$ cat config.mk
export PLATFORM = sky130hd
export DESIGN_NAME = branch_resolve_unit_flat
export DESIGN_NICKNAME = d
export VERILOG_FILES = /design/src/rtl/branch_resolve_if.sv /design/src/rtl/branch_resolve_unit.sv /design/src/flat_wrapper.sv
export SDC_FILE = /design/constraint.sdc
export NUM_CORES = 1
export LEC_CHECK = 0
export ABC_AREA = 1
export ABC_CLOCK_PERIOD_IN_PS = 4400
export CAP_MARGIN = 20
export CORE_UTILIZATION = 34
export DETAILED_ROUTE_END_ITERATION = 12
export PLACE_DENSITY = 0.67
export SLEW_MARGIN = 10
export SYNTH_ARGS = -nofsm -noshare
export SYNTH_HDL_FRONTEND = slang
export SYNTH_SLANG_ARGS = --single-unit
export TNS_END_PERCENT = 5
$ cat constraint.sdc
create_clock -name clk -period 4.4 [get_ports clk]
set_clock_uncertainty 0.1 [all_clocks]
set_input_delay 0.44 -clock clk [delete_from_list [all_inputs] [get_ports clk]]
set_output_delay 0.44 -clock clk [all_outputs]
set_load 0.02 [all_outputs]
$ cat src/rtl/branch_resolve_if.sv
// Bundles the branch request inputs, the ALU flags, the next-PC decision and the
// link-write handshake between the front end and branch_resolve_unit.
interface branch_resolve_if;
  logic        br_valid;
  logic [3:0]  br_op;
  logic [31:0] pc_plus4;
  logic [31:0] br_target;
  logic [31:0] reg_target;
  logic        zout;
  logic        statusZ;
  logic        statusN;
  logic        statusV;
  logic        link_ack;
  logic        pc_sel;
  logic [31:0] pc_next;
  logic        taken;
  logic        stall;
  logic        link_req;
  logic [4:0]  link_addr;
  logic [31:0] link_data;
  logic        link_err;
  logic        bad_op;

  modport master (
    output br_valid, br_op, pc_plus4, br_target, reg_target,
           zout, statusZ, statusN, statusV, link_ack,
    input  pc_sel, pc_next, taken, stall, link_req, link_addr,
           link_data, link_err, bad_op
  );

  modport slave (
    input  br_valid, br_op, pc_plus4, br_target, reg_target,
           zout, statusZ, statusN, statusV, link_ack,
    output pc_sel, pc_next, taken, stall, link_req, link_addr,
           link_data, link_err, bad_op
  );
endinterface

$ cat src/rtl/branch_resolve_unit.sv
// Resolves one branch per request, registers the next-PC decision and, for taken
// link branches, runs a bounded request/acknowledge write of the return address.
module branch_resolve_unit #(
  parameter logic [4:0] LINK_REG = 5'd31,
  parameter int         MAX_WAIT = 8
) (
  input  logic             clk,
  input  logic             reset,
  branch_resolve_if.slave  bus
);

  typedef enum logic [1:0] {IDLE, DECIDE, LINK} state_t;

  localparam logic [7:0] WAIT_LAST = 8'(MAX_WAIT - 1);

  state_t      state_reg, state_next;
  logic        pc_sel_reg;
  logic [31:0] pc_next_reg;
  logic        taken_reg;
  logic        bad_op_reg;
  logic        link_go_reg;
  logic [31:0] link_data_reg;
  logic        link_err_reg;
  logic [7:0]  wait_cnt_reg;

  logic accept;
  logic timeout;
  logic cond_taken, is_link, use_reg, is_branch, is_bad;

  assign accept  = (state_reg == IDLE) && bus.br_valid;
  assign timeout = (state_reg == LINK) && !bus.link_ack && (wait_cnt_reg == WAIT_LAST);

  // Opcode decode works on the live inputs so the decision is ready at the accept edge.
  always_comb begin
    cond_taken = 1'b0;
    is_link    = 1'b0;
    use_reg    = 1'b0;
    is_branch  = 1'b1;
    is_bad     = 1'b0;
    case (bus.br_op)
      4'b0000: is_branch = 1'b0;
      4'b0001: cond_taken = bus.zout;
      4'b0010: cond_taken = ~bus.zout;
      4'b0011: cond_taken = bus.statusZ;
      4'b0100: cond_taken = bus.statusN;
      4'b0101: cond_taken = bus.statusV;
      4'b0110: begin
        cond_taken = bus.statusZ | bus.statusN;
        is_link    = 1'b1;
      end
      4'b0111: begin
        cond_taken = 1'b1;
        is_link    = 1'b1;
      end
      4'b1000: begin
        cond_taken = 1'b1;
        use_reg    = 1'b1;
      end
      4'b1001: begin
        cond_taken = 1'b1;
        use_reg    = 1'b1;
        is_link    = 1'b1;
      end
      default: begin
        is_branch = 1'b0;
        is_bad    = 1'b1;
      end
    endcase
  end

  always_ff @(posedge clk or posedge reset) begin
    if (reset) state_reg <= IDLE;
    else       state_reg <= state_next;
  end

  always_comb begin
    state_next = state_reg;
    case (state_reg)
      IDLE:    if (bus.br_valid) state_next = DECIDE;
      DECIDE:  state_next = link_go_reg ? LINK : IDLE;
      LINK:    if (bus.link_ack || timeout) state_next = IDLE;
      default: state_next = IDLE;
    endcase
  end

  always_ff @(posedge clk or posedge reset) begin
    if (reset) begin
      pc_sel_reg    <= 1'b0;
      pc_next_reg   <= '0;
      taken_reg     <= 1'b0;
      bad_op_reg    <= 1'b0;
      link_go_reg   <= 1'b0;
      link_data_reg <= '0;
      link_err_reg  <= 1'b0;
      wait_cnt_reg  <= '0;
    end else begin
      pc_sel_reg <= 1'b0;
      bad_op_reg <= 1'b0;
      if (accept) begin
        pc_sel_reg    <= is_branch;
        bad_op_reg    <= is_bad;
        taken_reg     <= is_branch && cond_taken;
        link_go_reg   <= is_branch && cond_taken && is_link;
        link_data_reg <= bus.pc_plus4;
        // A nop or bad opcode is not a decision, so the previous target is kept.
        if (is_branch) begin
          if (!cond_taken)  pc_next_reg <= bus.pc_plus4;
          else if (use_reg) pc_next_reg <= bus.reg_target;
          else              pc_next_reg <= bus.br_target;
        end
      end
      if (state_reg == LINK && !bus.link_ack) wait_cnt_reg <= wait_cnt_reg + 8'd1;
      else                                    wait_cnt_reg <= '0;
      if (timeout) link_err_reg <= 1'b1;
    end
  end

  assign bus.pc_sel    = pc_sel_reg;
  assign bus.pc_next   = pc_next_reg;
  assign bus.taken     = taken_reg;
  assign bus.bad_op    = bad_op_reg;
  assign bus.stall     = (state_reg != IDLE);
  assign bus.link_req  = (state_reg == LINK);
  assign bus.link_addr = (state_reg == LINK) ? LINK_REG : 5'd0;
  assign bus.link_data = link_data_reg;
  assign bus.link_err  = link_err_reg;

endmodule

$ cat src/flat_wrapper.sv
// flat-port wrapper written by rule: the top's interface ports become plain ports
module branch_resolve_unit_flat 
#(
  parameter logic [4:0] LINK_REG = 5'd31,
  parameter int         MAX_WAIT = 8
)
  (clk, reset, bus_br_valid, bus_br_op, bus_pc_plus4, bus_br_target, bus_reg_target, bus_zout, bus_statusZ, bus_statusN, bus_statusV, bus_link_ack, bus_pc_sel, bus_pc_next, bus_taken, bus_stall, bus_link_req, bus_link_addr, bus_link_data, bus_link_err, bus_bad_op);
  branch_resolve_if bus_i ();
  input  logic clk;
  input  logic reset;
  input wire logic [$bits(bus_i.br_valid)-1:0] bus_br_valid;
  input wire logic [$bits(bus_i.br_op)-1:0] bus_br_op;
  input wire logic [$bits(bus_i.pc_plus4)-1:0] bus_pc_plus4;
  input wire logic [$bits(bus_i.br_target)-1:0] bus_br_target;
  input wire logic [$bits(bus_i.reg_target)-1:0] bus_reg_target;
  input wire logic [$bits(bus_i.zout)-1:0] bus_zout;
  input wire logic [$bits(bus_i.statusZ)-1:0] bus_statusZ;
  input wire logic [$bits(bus_i.statusN)-1:0] bus_statusN;
  input wire logic [$bits(bus_i.statusV)-1:0] bus_statusV;
  input wire logic [$bits(bus_i.link_ack)-1:0] bus_link_ack;
  output wire logic [$bits(bus_i.pc_sel)-1:0] bus_pc_sel;
  output wire logic [$bits(bus_i.pc_next)-1:0] bus_pc_next;
  output wire logic [$bits(bus_i.taken)-1:0] bus_taken;
  output wire logic [$bits(bus_i.stall)-1:0] bus_stall;
  output wire logic [$bits(bus_i.link_req)-1:0] bus_link_req;
  output wire logic [$bits(bus_i.link_addr)-1:0] bus_link_addr;
  output wire logic [$bits(bus_i.link_data)-1:0] bus_link_data;
  output wire logic [$bits(bus_i.link_err)-1:0] bus_link_err;
  output wire logic [$bits(bus_i.bad_op)-1:0] bus_bad_op;
  assign bus_i.br_valid = bus_br_valid;
  assign bus_i.br_op = bus_br_op;
  assign bus_i.pc_plus4 = bus_pc_plus4;
  assign bus_i.br_target = bus_br_target;
  assign bus_i.reg_target = bus_reg_target;
  assign bus_i.zout = bus_zout;
  assign bus_i.statusZ = bus_statusZ;
  assign bus_i.statusN = bus_statusN;
  assign bus_i.statusV = bus_statusV;
  assign bus_i.link_ack = bus_link_ack;
  assign bus_pc_sel = bus_i.pc_sel;
  assign bus_pc_next = bus_i.pc_next;
  assign bus_taken = bus_i.taken;
  assign bus_stall = bus_i.stall;
  assign bus_link_req = bus_i.link_req;
  assign bus_link_addr = bus_i.link_addr;
  assign bus_link_data = bus_i.link_data;
  assign bus_link_err = bus_i.link_err;
  assign bus_bad_op = bus_i.bad_op;
  branch_resolve_unit #(.LINK_REG(LINK_REG), .MAX_WAIT(MAX_WAIT)) u_core (.clk(clk), .reset(reset), .bus(bus_i));
endmodule
### Word level (Yosys, flattened, before mapping)

Index checks and enable logic that the tools add are counted.

* eq/ne operators: 14
* bitwise logic cells: 2
* reductions and logical operators: 17
* muxes and demuxes: 15
* $add $sub $neg: 1

Operators by type and width (number)
* $mux W32: 2
* $eq A4 B3 Y1 const B: 4
* $reduce_or A10 Y1: 1
* $reduce_or A9 Y1: 1
* $add A8 B1 Y8 const B: 1
* $eq A4 B2 Y1 const B: 2
* $eq A4 B4 Y1 const B: 2
* $eq A8 B3 Y1 const B: 1
* $mux W8: 1
* $pmux W1 S7: 1
* $mux W1: 6
* $mux W2: 3
* $pmux W2 S3: 1
* $reduce_or A3 Y1: 2
* $logic_and A1 B1 Y1: 5
* $mux W5: 1
* $eq A4 B1 Y1 const B: 1
* $logic_not A4 Y1: 1
* $reduce_and A2 Y1: 2
* $eq A2 B1 Y1 const B: 1
* $eq A2 B2 Y1 const B: 1
* $logic_not A2 Y1: 1
* $ne A2 B1 Y1 const B: 1
* $ne A2 B2 Y1 const B: 1
* other kinds (6): 6

* word-level logic and storage cells: 58
* bits in registers: 79
* input bits: 108
* output and inout bits: 75

### Logic depth before layout (Yosys ltp)

* depth in word-level cells: 6
* mapped depth: 11
* gate-level depth less buffers: 9

### Least setup slack after synthesis

No wires, ideal clock.

* path type: reg-to-output
* from: register u_core.state_reg[0]
* to: output port bus_link_addr[0]
* required time: 3.860 ns
* path slack: 2.773 ns
* arrival time: 1.087 ns
* path buffers: 1
* cell stages (with the launch flop): 3
* path through: dfrtp_1 nor2_1 buf_4

* cells in the longest elaborated chain, start to end: 2

Ends and longest elaborated chain
* from (decl): line branch_resolve_unit.sv:16 `state_t state_reg, state_next;`
* from (signal assigned): line branch_resolve_unit.sv:73 `else state_reg <= state_next;`
* $eq A2 B2 Y1
* named net bus_link_req: line flat_wrapper.sv:25 `output wire logic [$bits(bus_i.link_req)-1:0] bus_link_req;`
* $mux W5: line branch_resolve_unit.sv:124 `assign bus.link_addr = (state_reg == LINK) ? LINK_REG : 5'd0;`
* to (decl): line flat_wrapper.sv:26 `output wire logic [$bits(bus_i.link_addr)-1:0] bus_link_addr;`

The timed path passes the listed nets, and every way through them passes these cells.

### Final worst setup path

* from: input port bus_br_op[1]
* to: register u_core.pc_next_reg[16], in the netlist u_core.bus.pc_next[16]

* cells in the longest elaborated chain, start to end: 5
* elaborated cells on any way between the ends: 18
* classes of those cells: 9 x eq/ne; 5 x mux; 4 x reduce/logical

Ends and longest elaborated chain
* from (decl): line flat_wrapper.sv:12 `input wire logic [$bits(bus_i.br_op)-1:0] bus_br_op;`
* branches (longest 5 deep; another with $mux W32)
* to (signal assigned): line branch_resolve_unit.sv:107 `if (!cond_taken) pc_next_reg <= bus.pc_plus4;`
* to (signal assigned): line branch_resolve_unit.sv:108 `else if (use_reg) pc_next_reg <= bus.reg_target;`
* to (signal assigned): line branch_resolve_unit.sv:109 `else pc_next_reg <= bus.br_target;`
* to (decl): line branch_resolve_unit.sv:18 `logic [31:0] pc_next_reg;`

Several ways; the timed one is not identified.
A chain may end at the register's enable or synchronous reset.

==> impl_metrics.json <==
{
  "critPathArrivalTime_ns": 3.47,
  "r2r_end": "u_core.bus.pc_next[14]",
  "required_ns": 4.57,
  "viasPerCell": 4.77,
  "cts_root_buffer": "clkbuf_16",
  "irDropWorstVdd_v": 0.000162,
  "fin_crit_sh": 0.751,
  "layout_common_cells": "nand2_1, clkdlybuf4s50_1, dfrtp_1",
  "area_growth_pct": 52.7,
  "worst-path-max-fanout": 34,
  "die_w_um": 113,
  "p_int_mw": 1.75,
  "holdWs_ns": 0.340,
  "drt-total-wl_um": 13300,
  "period_needed_ns": 3.30,
  "vias": 4385,
  "power.clock.fraction": 0.318,
  "hold_buffers": 0,
  "slew_violations": 0,
  "switching_share": 0.324,
  "drv_cap": 0,
  "grt_pass1_wl_um": 21000,
  "slew_headroom": 0.444,
  "pin_count": 183,
  "postCtsSetupRepairBufs": 0,
  "leakage_nw": 3.19,
  "ys.flop_type": "dfrtp_1",
  "synth_area_sq_um": 4220,
  "critPathLaunchType": "input pin",
  "hold_viol_final": 0,
  "tritoncts": "yes",
  "hp-class": "in -> async",
  "synth_edf_count": 0,
  "end_kind": "register",
  "gr-usage-all-layers": 0.210,
  "nFillCells": 1131,
  "drt_iter0_drc": 283,
  "design.die.area_sq_um": 12900,
  "clk_latency_ns": 0.33,
  "rr_worst_depth": 8,
  "io_buffers": 182,
  "cts_resized": 0,
  "cts_sinks": 79,
  "routabilityCongestion": 0.891,
  "synthCells": 589,
  "synth_cell_types": 22,
  "htreeDepth": 3,
  "first_pass_iters": 5,
  "drc": 0,
  "core_region_area_sq_um": 12100,
  "antenna_found_initial": 0,
  "dp_hpwl_um": 9660,
  "async_flop_share": 1.00,
  "cts_made_buffers": 9,
  "setup_viol": 0,
  "layout_commonest_cell": "nand2_1",
  "syn-num-nets": 698,
  "fmax_ghz": 0.303,
  "start_util": 0.350,
  "syn_avg_cell_area_sq_um": 7.17,
  "cts.clk_slew.worst_paths_ns": 0.07,
  "r2r_start": "u_core.state_reg[0]",
  "synth-seq-cells": 79,
  "clockBufferDepth": 2,
  "ys_seq_area_frac": 0.468,
  "rsz0062_at_grt": "no",
  "wire_per_inst_um": 14.5,
  "regToRegSetupSlack_ns": 1.96,
  "worstMarginPinSlew_ns": 0.832,
  "grt_overflow": 0,
  "fp.dieH_um": 113,
  "finalSetupTns_ns": 0,
  "drive_above_1_share": 0.0465,
  "antenna_cells": 0,
  "postRouteAntennaNets": 0,
  "outcome": "finished clean",
  "p_switching_mw": 0.836,
  "grt_max_degree": 68,
  "worstSetupPathType": "in -> reg",
  "ys_warn_count": 0,
  "finalNetCount": 856,
  "placementRows": 40,
  "grt_pass1_vias": 4156,
  "p_per_area_nw_per_um2": 401,
  "p_comb_frac": 0.322,
  "seq_power_share": 0.360
}
stage by stage:
step	worst slack, ns	util	cells	power (mW)	instance area (sq um)
after floorplan	1.84	-	589	1.33	4220
after global placement	0.920	0.506	903	1.76	6100
after detailed placement	0.781	0.506	903	1.78	6100
after CTS	1.14	0.533	919	2.61	6430
after global routing	0.829	0.535	920	2.71	6450
final	1.10	0.535	920	2.58	6450
power groups by stage:
| stage | registers (mW) | clock network (mW) | logic [mW] |
|---|---|---|---|
| final | 0.930 | 0.821 | 0.833 |
| after global routing | 0.945 | 0.869 | 0.894 |
| after CTS | 0.931 | 0.841 | 0.837 |
| after detailed placement | 0.941 | 0 | 0.834 |
| after global placement | 0.937 | 0 | 0.824 |
| after floorplan | 1.09 | 0 | 0.242 |
synthesized netlist by cell type, drive strengths merged, types with 3 or more instances:
cell type / instances / share of area
a21oi: 6 / 0.0071
buf: 24 / 0.031
clkbuf: 17 / 0.015
dfrtp: 79 / 0.47
inv: 81 / 0.072
nand2: 213 / 0.19
nand3: 71 / 0.086
nand4: 32 / 0.047
nor2: 18 / 0.021
nor3: 3 / 0.0036
o21ai: 42 / 0.050
cell families (layout without fill, tap and decap cells):
kind of cell / count (synthesis) / count (layout) / synth area share
and+or+nand+nor: 338 / 338 / 0.352
DFF: 79 / 79 / 0.468
adders and majority gates: 1 / 1 / 0.00296
AOI/OAI and AO/OA: 49 / 49 / 0.0586
buffers and inverters: 122 / 285 / 0.118
cell type report:
type,count,area (sq um),area share
Clock inverter,7,104,0.0161
Timing Repair Buffer,188,1880,0.291
Inverter,81,305,0.0473
Tap cell,168,210,0.0326
Clock buffer,9,225,0.0349
Multi-Input combinational cell,388,1750,0.271
Sequential cell,79,1980,0.306
critical path: stages:
cell,delay (ns)
clkdlybuf4s50_1,0.65
nor2_4,0.07
nand2_4,0.30
nand2_2,0.12
nor2_4,0.63
nand3_2,0.79
nand2_1,0.26
nand3_1,0.11
nand2_1,0.09
routing by layer:
metal,vias up,track usage,share of wire
met2,162,0.339,0.47
met4,0,0.0947,0.032
li1,2169,-,-
met3,29,0.0356,0.061
met5,-,0,0
met1,2025,0.276,0.44
worst max-delay path by stage:
stage | from | end | slack [ns] | depth (start not counted)
after global placement | bus_br_op[1] | u_core.bus.pc_next[22] | 0.92 | 9
final | bus_br_op[1] | u_core.bus.pc_next[16] | 1.10 | 9
after global routing | bus_br_op[1] | u_core.bus.pc_next[3] | 0.83 | 9
after floorplan | reset | u_core.bus.bad_op | 1.84 | 1
after detailed placement | bus_br_op[1] | u_core.bus.pc_next[4] | 0.78 | 9
after CTS | bus_br_op[1] | u_core.bus.pc_next[4] | 1.14 | 9
Note: power is estimated with default switching activity, not from simulation.
==> RTL change: new RTL, config.mk and constraints unchanged <==
Reset style: synchronous (`reset`), changed in 2 clocked blocks.
--- a/src/rtl/branch_resolve_unit.sv
+++ b/src/rtl/branch_resolve_unit.sv
@@ -70,3 +70,3 @@
 
-  always_ff @(posedge clk or posedge reset) begin
+  always_ff @(posedge clk) begin
     if (reset) state_reg <= IDLE;
@@ -85,3 +85,3 @@
 
-  always_ff @(posedge clk or posedge reset) begin
+  always_ff @(posedge clk) begin
     if (reset) begin
Check against the original RTL: differs if reset is asserted again (counterexample within 4 cycles, from zero or initial values and one cycle with reset high); with reset held inactive, the same outputs for 10 cycles.
==> RTL change against the unedited design <==
  * Critical path depth is 2 higher
  * Utilization grew 0.29 points
  * Routed wire length down 7.9%
  * Cell area down 4.8%
  * Setup slack improved by 240 ps
  * Area after synthesis down 6.0%
  * Power down 17%
  * Sequential cell count unchanged
  * Critical path type unchanged
  * Largest cell class is now multi-input gates
==> RTL change: results (changes against the unedited design) <==
metric;value;unit;change
All-Layer GR Usage;0.205;;was 0.210
sequential area share after synthesis;0.398;;was 0.468
I/O Buffers;182;;unchanged
asr flop ratio synth;0;;was 1.00
Worst-Skew Late Latency;320;ps;
initial antenna violation count;0;;unchanged
r2r endpoint;u_core.bus.pc_next[17]$_SDFFE_PP0P_;;was u_core.bus.pc_next[14]$_DFFE_PP0P_
post-synth cell types;28;;was 22
via count;4358;;was 4,385
drt initial violations;194;;was 283
number of global-route vias before repair;4094;;was 4,156
Primary FF master, synth;dfxtp_1;;was dfrtp_1
most frequent cells after synthesis;172 x nand2_1, 81 x inv_1, 79 x dfxtp_1, 54 x nor2_1, 48 x a21oi_1;;was 211 x nand2_1, 79 x dfrtp_1, 77 x inv_1, 69 x nand3_1, 41 x o21ai_0
worst vdd ir;164;uV;was 162 uV
CP top delay family;simple AND/OR/NAND/NOR gates;;unchanged
CP max stage cell;nand3_2;;unchanged
critical path arrival;3190;ps;was 3470 ps
P_leak;2.85;nW;was 3.19 nW
reg2reg start;u_core.state_reg[0]$_SDFFE_PP0P_;;was u_core.state_reg[0]$_DFFE_PP0P_
per-cell routed wire length;13.3;um;was 14.5 um
nets;881;;was 856
fillers;1144;;was 1,131
syn nets;724;;was 698
WHS Endpoint;u_core.wait_cnt_reg[0]$_SDFF_PP0_;;
Crit path largest cell delay;620;ps;was 790 ps
n_diodes;0;;unchanged
hold_sp;u_core.wait_cnt_reg[0]$_SDFF_PP0_;;
status;completed;;unchanged
largest net degree at the start of global routing;67;;was 68
RD Place Congestion;0.850;;was 0.891
clk root buf;clkbuf_16;;unchanged
Hold Path Depth;1;;
post-cts repair resize count;0;;unchanged
DP Wirelength;8960;um;was 9660 um
Hold Path Class;reg -> reg;;was in -> async
flop2flop setup slack;2410;ps;was 1960 ps
first-pass GRT wire length;19300;um;was 21,000 um
worst-path maximum fanout;40;;was 34
postcts setup bufs;0;;unchanged
reg2reg path depth;8;;unchanged
Max Cap Viol;0;;unchanged
headroom to the max-slew limit;0.473;;was 0.444
Synth area leaders;dfxtp_1 40%, nand2_1 16%, inv_1 7.7%;;was dfrtp_1 47%, nand2_1 19%, nand3_1 8.2%
clk buf depth;2;;unchanged
CTS Buf Count;9;;unchanged
share of layout cells above drive strength 1;0.0463;;was 0.0465
pre-CTS setup slack;996;ps;was 781 ps
Yosys warning count;0;;unchanged
DRT Pass-1 Iters;7;;was 5
post-route DRC violation count;0;;unchanged
## RTL change: per-layer routing
metal,up-vias,wire length (um),track usage
li1,2248,-,-
met1,1950,5160,0.243
met2,148,6090,0.362
met3,12,844,0.0494
met4,0,168,0.0638
met5,-,0,0
## RTL change: through the flow
step                      hold WS, ps   util  total power [mW]  cells  instance area (um^2)
after global placement            328  0.507              1.30    904                  5790
after detailed placement          353  0.507              1.30    904                  5790
after floorplan                   318      -              1.06    615                  3970
after global routing              376  0.538              2.25    920                  6140
after CTS                         361  0.538              2.17    920                  6140
final                             358  0.538              2.14    920                  6140
## RTL change: cell type report
type                    instances  share of cell area
repair buffers                187               0.302
clock inverters                 7              0.0198
flip-flops and latches         79               0.258
inverters                      83              0.0507
multi-input cells             412               0.304
well taps                     143              0.0291
clock buffers                   9              0.0367
## RTL change: report_power, final
group	switching (mW)	internal [mW]
Clock	0.298	0.556
Combinational	0.259	0.235
Sequential	0.0267	0.768
Total	0.583	1.56
## RTL change: cell families after synthesis
| kind of cell | synth area share |
|---|---|
| fa+ha+maj | 0.00315 |
| simple gates | 0.327 |
| buf+inv | 0.132 |
| compound gates | 0.140 |
| flops | 0.398 |
## RTL change: how the worst max path moves through the flow
stage               slack, ps                             endpoint          from  depth (start not counted)
global placement         1100   u_core.bus.pc_next[4]$_SDFFE_PP0P_  bus_br_op[1]                         11
global route             1080  u_core.bus.pc_next[12]$_SDFFE_PP0P_  bus_br_op[1]                         11
floorplan                2630   u_core.bus.pc_next[0]$_SDFFE_PP0P_  bus_br_op[3]                         11
CTS                      1340   u_core.bus.pc_next[4]$_SDFFE_PP0P_  bus_br_op[1]                         11
detailed placement       1000   u_core.bus.pc_next[4]$_SDFFE_PP0P_  bus_br_op[1]                         11
finish                   1330   u_core.bus.pc_next[4]$_SDFFE_PP0P_  bus_br_op[1]                         11
